## src/rtl/cute_key_sequencer.sv

```systemverilog
// Time-varying key source for Cute-Lock encrypted FSMs: a bank of NUM_PHASES keys loaded over a
// config port, then frozen and driven onto keyinput in lockstep with the locked FSM's phase counter.
module cute_key_sequencer #(
    parameter int unsigned KEY_W      = 9,
    parameter int unsigned PHASE_LEN  = 9,
    parameter int unsigned NUM_PHASES = 3
) (
    input  logic             clk,
    input  logic             rst,
    input  logic             cfg_valid,
    output logic             cfg_ready,
    input  logic [1:0]       cfg_idx,
    input  logic [KEY_W-1:0] cfg_key,
    input  logic             cfg_commit,
    output logic             cfg_err,
    output logic [KEY_W-1:0] key_out,
    output logic             key_valid,
    output logic [1:0]       phase,
    output logic [5:0]       cnt
);

    localparam logic [5:0] CntMax = 6'(PHASE_LEN * NUM_PHASES - 1);

    typedef enum logic [0:0] {StLoad, StRun} state_t;

    state_t                state;
    logic [KEY_W-1:0]      key_bank [NUM_PHASES];
    logic [NUM_PHASES-1:0] written;
    logic [NUM_PHASES-1:0] written_upd;
    logic                  idx_ok;
    logic                  do_write;
    logic                  bank_full;
    logic                  reject;

    assign idx_ok    = 32'(cfg_idx) < NUM_PHASES;
    assign do_write  = cfg_valid && idx_ok && (state == StLoad);
    assign cfg_ready = do_write;

    // A same-cycle write counts towards the commit check.
    always_comb begin
        written_upd = written;
        for (int i = 0; i < NUM_PHASES; i++) begin
            if (do_write && (cfg_idx == 2'(i))) written_upd[i] = 1'b1;
        end
    end

    assign bank_full = &written_upd;

    always_comb begin
        reject = 1'b0;
        if (state == StLoad) begin
            reject = (cfg_valid && !idx_ok) || (cfg_commit && !bank_full);
        end else begin
            reject = cfg_valid || cfg_commit;
        end
    end

    always_comb begin
        phase = '0;
        for (int i = 1; i < NUM_PHASES; i++) begin
            if (cnt >= 6'(i * PHASE_LEN)) phase = 2'(i);
        end
    end

    // Keys come straight off cnt/state so they are settled before the locked FSM samples.
    assign key_valid = (state == StRun);
    assign key_out   = (state == StRun) ? key_bank[phase] : '0;

    always_ff @(negedge clk or posedge rst) begin
        if (rst) begin
            state   <= StLoad;
            cnt     <= '0;
            written <= '0;
            cfg_err <= 1'b0;
            for (int i = 0; i < NUM_PHASES; i++) key_bank[i] <= '0;
        end else begin
            cnt     <= (cnt >= CntMax) ? 6'd0 : cnt + 6'd1;
            cfg_err <= reject;
            written <= written_upd;
            if (do_write) key_bank[cfg_idx] <= cfg_key;
            if ((state == StLoad) && cfg_commit && bank_full) state <= StRun;
        end
    end

endmodule

```

## config.mk

```make
export PLATFORM = sky130hd
export DESIGN_NAME = cute_key_sequencer
export DESIGN_NICKNAME = d
export VERILOG_FILES = /design/src/rtl/cute_key_sequencer.sv
export SDC_FILE = /design/constraint.sdc
export NUM_CORES = 1
export LEC_CHECK = 0
export BUFFER_PORTS_ARGS = -buffer_cell sky130_fd_sc_hd__buf_2
export CORE_ASPECT_RATIO = 1.4
export CORE_MARGIN = 2
export CORE_UTILIZATION = 45
export CTS_BUF_LIST = sky130_fd_sc_hd__clkbuf_4 sky130_fd_sc_hd__clkbuf_8 sky130_fd_sc_hd__clkbuf_16
export CTS_CLUSTER_SIZE = 40
export DETAILED_ROUTE_END_ITERATION = 8
export PLACE_DENSITY_LB_ADDON = 0.1
export SLEW_MARGIN = 0
export SYNTH_ARGS = -nofsm -noshare
export SYNTH_HDL_FRONTEND = slang
export SYNTH_SLANG_ARGS = --single-unit
export TNS_END_PERCENT = 5
```

## constraint.sdc

```tcl
create_clock -name clk -period 2.25 [get_ports clk]
set_clock_uncertainty 0.05 [all_clocks]
set_input_delay 0.225 -clock clk [delete_from_list [all_inputs] [get_ports clk]]
set_output_delay 0.225 -clock clk [all_outputs]
set_load 0.02 [all_outputs]
```

; Yosys cells after proc, flatten, opt, wreduce, memory -nomap -nowiden
; Index checks and enable logic that the tools add are counted.
[totals]
ff_bits = 38
output_inout_bits = 20
[op_classes]
n_eq_ne = 2
n_reduce_logical = 16
n_addsub = 1
bitwise_logic = 3
order_cmp = 7
mux = 14
[ops]
columns = op, count
row1 = 9-bit 2-to-1 mux, 4
row2 = 27-bit bitwise mux, 1
row3 = 9-bit binary-select mux with 2-bit select, 1
row4 = 9-bit demux with 2-bit select, 1
row5 = 6-bit by 5-bit >= comparator with 1-bit output (second input constant), 2
row6 = 1-bit logical AND, 10
row7 = 6-bit by 1-bit adder with 6-bit output (second input constant), 1
row8 = 3-bit >= comparator (second input constant), 2
row9 = 6-bit by 4-bit >= comparator with 1-bit output (second input constant), 1
row10 = 6-bit 2-to-1 mux, 1
row11 = 2-bit NOT with 3-bit output, 2
row12 = 1-bit 2-to-1 mux, 5
row13 = 3-bit by 1-bit less-than comparator with 1-bit output (second input constant), 1
row14 = 3-bit AND reduction, 1
row15 = 2-bit by 1-bit == test with 1-bit output (second input constant), 1
row16 = 2-bit == test (second input constant), 1
row17 = 1-bit logical NOT, 2
row18 = 2-bit logical NOT, 1
row19 = 1-bit logical OR, 2
row20 = 2-bit less-than comparator (second input constant), 1
row21 = 2-bit 2-to-1 mux, 1
row22 = 1-bit NOT, 1

; Logic depth before layout (Yosys ltp)
[logic_depth]
word_depth = 10
ltp_mapped = 8
ltp_nobuf = 6

==> run metrics <==
Via density=5.36; Synth Register Bits=38; DR vias=1,726; pwr/cell area=830 nW/µm²; global-route wire length before repair=8.45 mm; synth warn=0; clock sink count=38; leakage=0.00132 µW; All-Layer GR Usage=21.8%; Max Root-Sink Buffers=2; hold depth=1; Post-synth EDFFs=0; Peak VDD IR=0.000452 V; Crit Path Max Fanout=14; total negative slack=-13.73 ns; Ant. Diodes=0; outcome=finished, violations left; area delta synth->final=46.1%; Worst Setup Start Kind=flop; CTS buffer count=5; Pre-antenna DRT Iters=4; Hold Vio Cnt, Final=0; Hold Path End=written[0]; I/O Pins=35; r2r setup slk=0.48 ns; total grt overflow=0; R2R cell count=4; MaxCap Viol Count=0; die area=5170 µm²; Setup WS pre-CTS=-0.824 ns; fin util=67.3%; Cell variety after synth=32; register area=951 µm²; worst setup path startpoint=cnt[1]; Synth Cell Area=2070 µm²; multi-input logic area=1240 µm²; Hold Crit Class=reg -> reg; hold_ws=0.383 ns; worst flop-to-flop path startpoint=key_valid; Initial Util=46.1%; Die Span Y=84.3 µm; cts hold-fix bufs=0; failing checks=setup timing; Worst-path clk slew=0.05 ns; H-tree depth=2; drt total wl=5.17 mm; CP required=1.98 ns; total power=2510 µW; Most used DFF post-synth=dfrtn_1; final max-slew violation count=0; Seq/Total Area, Yosys=45.9%; GPL Wtd Cong=0.752; Syn Nets=215; synthesized area per cell=10.6 µm²; RSZ-0062 raised after global routing=true; final setup vio count=34; HPWL after DPL=3.55 mm; NumNets Final=278; port bufs=34; ranking of synthesized cells by area=dfrtn_1 (46%), mux2_2 (15%), a21oi_1 (5.8%); DR WL/cell=16.1 µm; Worst EP arrival=3.03 ns; Core Rows=29; post-route antenna net violation count=0; Crit Path Class=reg -> out; core area=4500 µm²; CTS tree=done; initial antenna violation count=0; final setup margin=-1.06 ns; die width=61.4 µm; largest area contributor in the netlist=dfrtn_1; vias in the first global route=1,768; Synth Instances=196; clk_lat worst skew=0.29 ns; share of layout cells above drive strength 1=55.0%; Post-route DRC=0; Hold Crit Start=written[0]; ys async rst share=100%; Layout fillers=388; CTS root buf=clkbuf_8; largest net degree at the start of global routing=39; CP Capture Type=output pin; Initial DRC Count=27; top cell type's share of synthesized area=45.9%; worst reg2reg endpoint=key_bank[18]
routing by layer:
layer | global-route usage (%) | share of wire (%) | wire [µm]
met5 | 0 | 0 | 0
met2 | 37.8 | 55 | 2830
met1 | 26.6 | 42 | 2160
met3 | 3.24 | 2.3 | 118
met4 | 7.93 | 1.2 | 62
worst max path at each step:
stage	to	slack (ns)	depth (start not counted)
after floorplan	phase[0]	-0.93	8
after global placement	key_out[8]	-0.79	8
after detailed placement	key_out[8]	-0.82	8
after CTS	key_out[6]	-1.08	7
after global routing	key_out[8]	-1.15	8
final	key_out[8]	-1.06	7
synthesized netlist by cell type (2+ instances only):
| cell type | count |
|---|---|
| nor2b_1 | 2 |
| nor3b_1 | 2 |
| o221ai_1 | 8 |
| a21oi_1 | 24 |
| and3b_1 | 2 |
| nor2_1 | 3 |
| clkbuf_1 | 7 |
| or2_2 | 3 |
| nor4b_4 | 2 |
| dfrtn_1 | 38 |
| ha_1 | 4 |
| a31oi_1 | 2 |
| inv_1 | 3 |
| buf_6 | 2 |
| mux2_2 | 28 |
| buf_2 | 4 |
| nand2_1 | 13 |
| o21ai_0 | 22 |
| nand2b_1 | 11 |
| nand3b_1 | 4 |
stage by stage:
stage | std cells | instance area, µm²
CTS | 320 | 2900
detailed placement | 311 | 2620
global route | 322 | 3030
finish | 322 | 3030
floorplan | 196 | 2180
global placement | 311 | 2620
logic make-up after synthesis:
logic type                 count (synthesis)  synth area share, %
AOI/OAI and AO/OA                         61                 17.2
and+or+nand+nor                           46                 14.7
DFF                                       38                 45.9
muxes                                     28                 15.2
buffers and inverters                     18                 4.41
adders and majority gates                  4                 2.42
other                                      1                0.181
final cells by class:
cell class / instances / share of cell area (%)
tap: 62 / 2.56
sequential: 38 / 31.4
multi-input combinational: 140 / 41.0
inverter: 4 / 0.661
clock inverter: 1 / 0.165
timing repair buffer: 70 / 21.2
clock buffer: 7 / 2.98
where the power goes:
part           leakage, µW  switching (µW)  total, µW  internal, µW
clock            0.0000517             226        485           259
sequential        0.000459             143       1060           913
combinational     0.000804             413        971           558
total              0.00132             782       2510          1730
layout by cell type, fill, tap and decap left out, drive strengths merged:
cell type  count
o211ai         1
a31oi          2
dfrtn         38
inv            4
nor2           3
or2            4
a221o          1
ha             4
clkinv         1
o221ai         8
nand3b         4
conb           1
buf           70
a21oi         25
nor3b          3
nand2b        11
nor2b          2
o21ai         22
o41ai          1
and3b          2
nand4b         1
clkbuf         7
mux2          28
nor4b          2
o21bai         1
nand3          1
nand2         13
flip-flops by register name, summed over array words and instances (netlist names):
| signal | count |
|---|---|
| written | 3 |
| cnt | 6 |
| key_valid | 1 |
| cfg_err | 1 |
| key_bank | 27 |
timing repair:
item                                    CTS  global route
cloned                                    0             0
gates resized for setup                  50            31
endpoints found under the setup margin   43            47
buffers inserted                          1             2
pin swaps                                 3             0
worst max-delay path: stages, from the launching register on:
cell and delay, ns:
dfrtn_1 0.38, buf_4 0.15, o41ai_2 0.30, nor2b_4 0.21
buf_12 0.15, o21ai_1 0.10, a31oi_4 0.18, buf_6 0.13
Power figures use the tool's default switching activity.
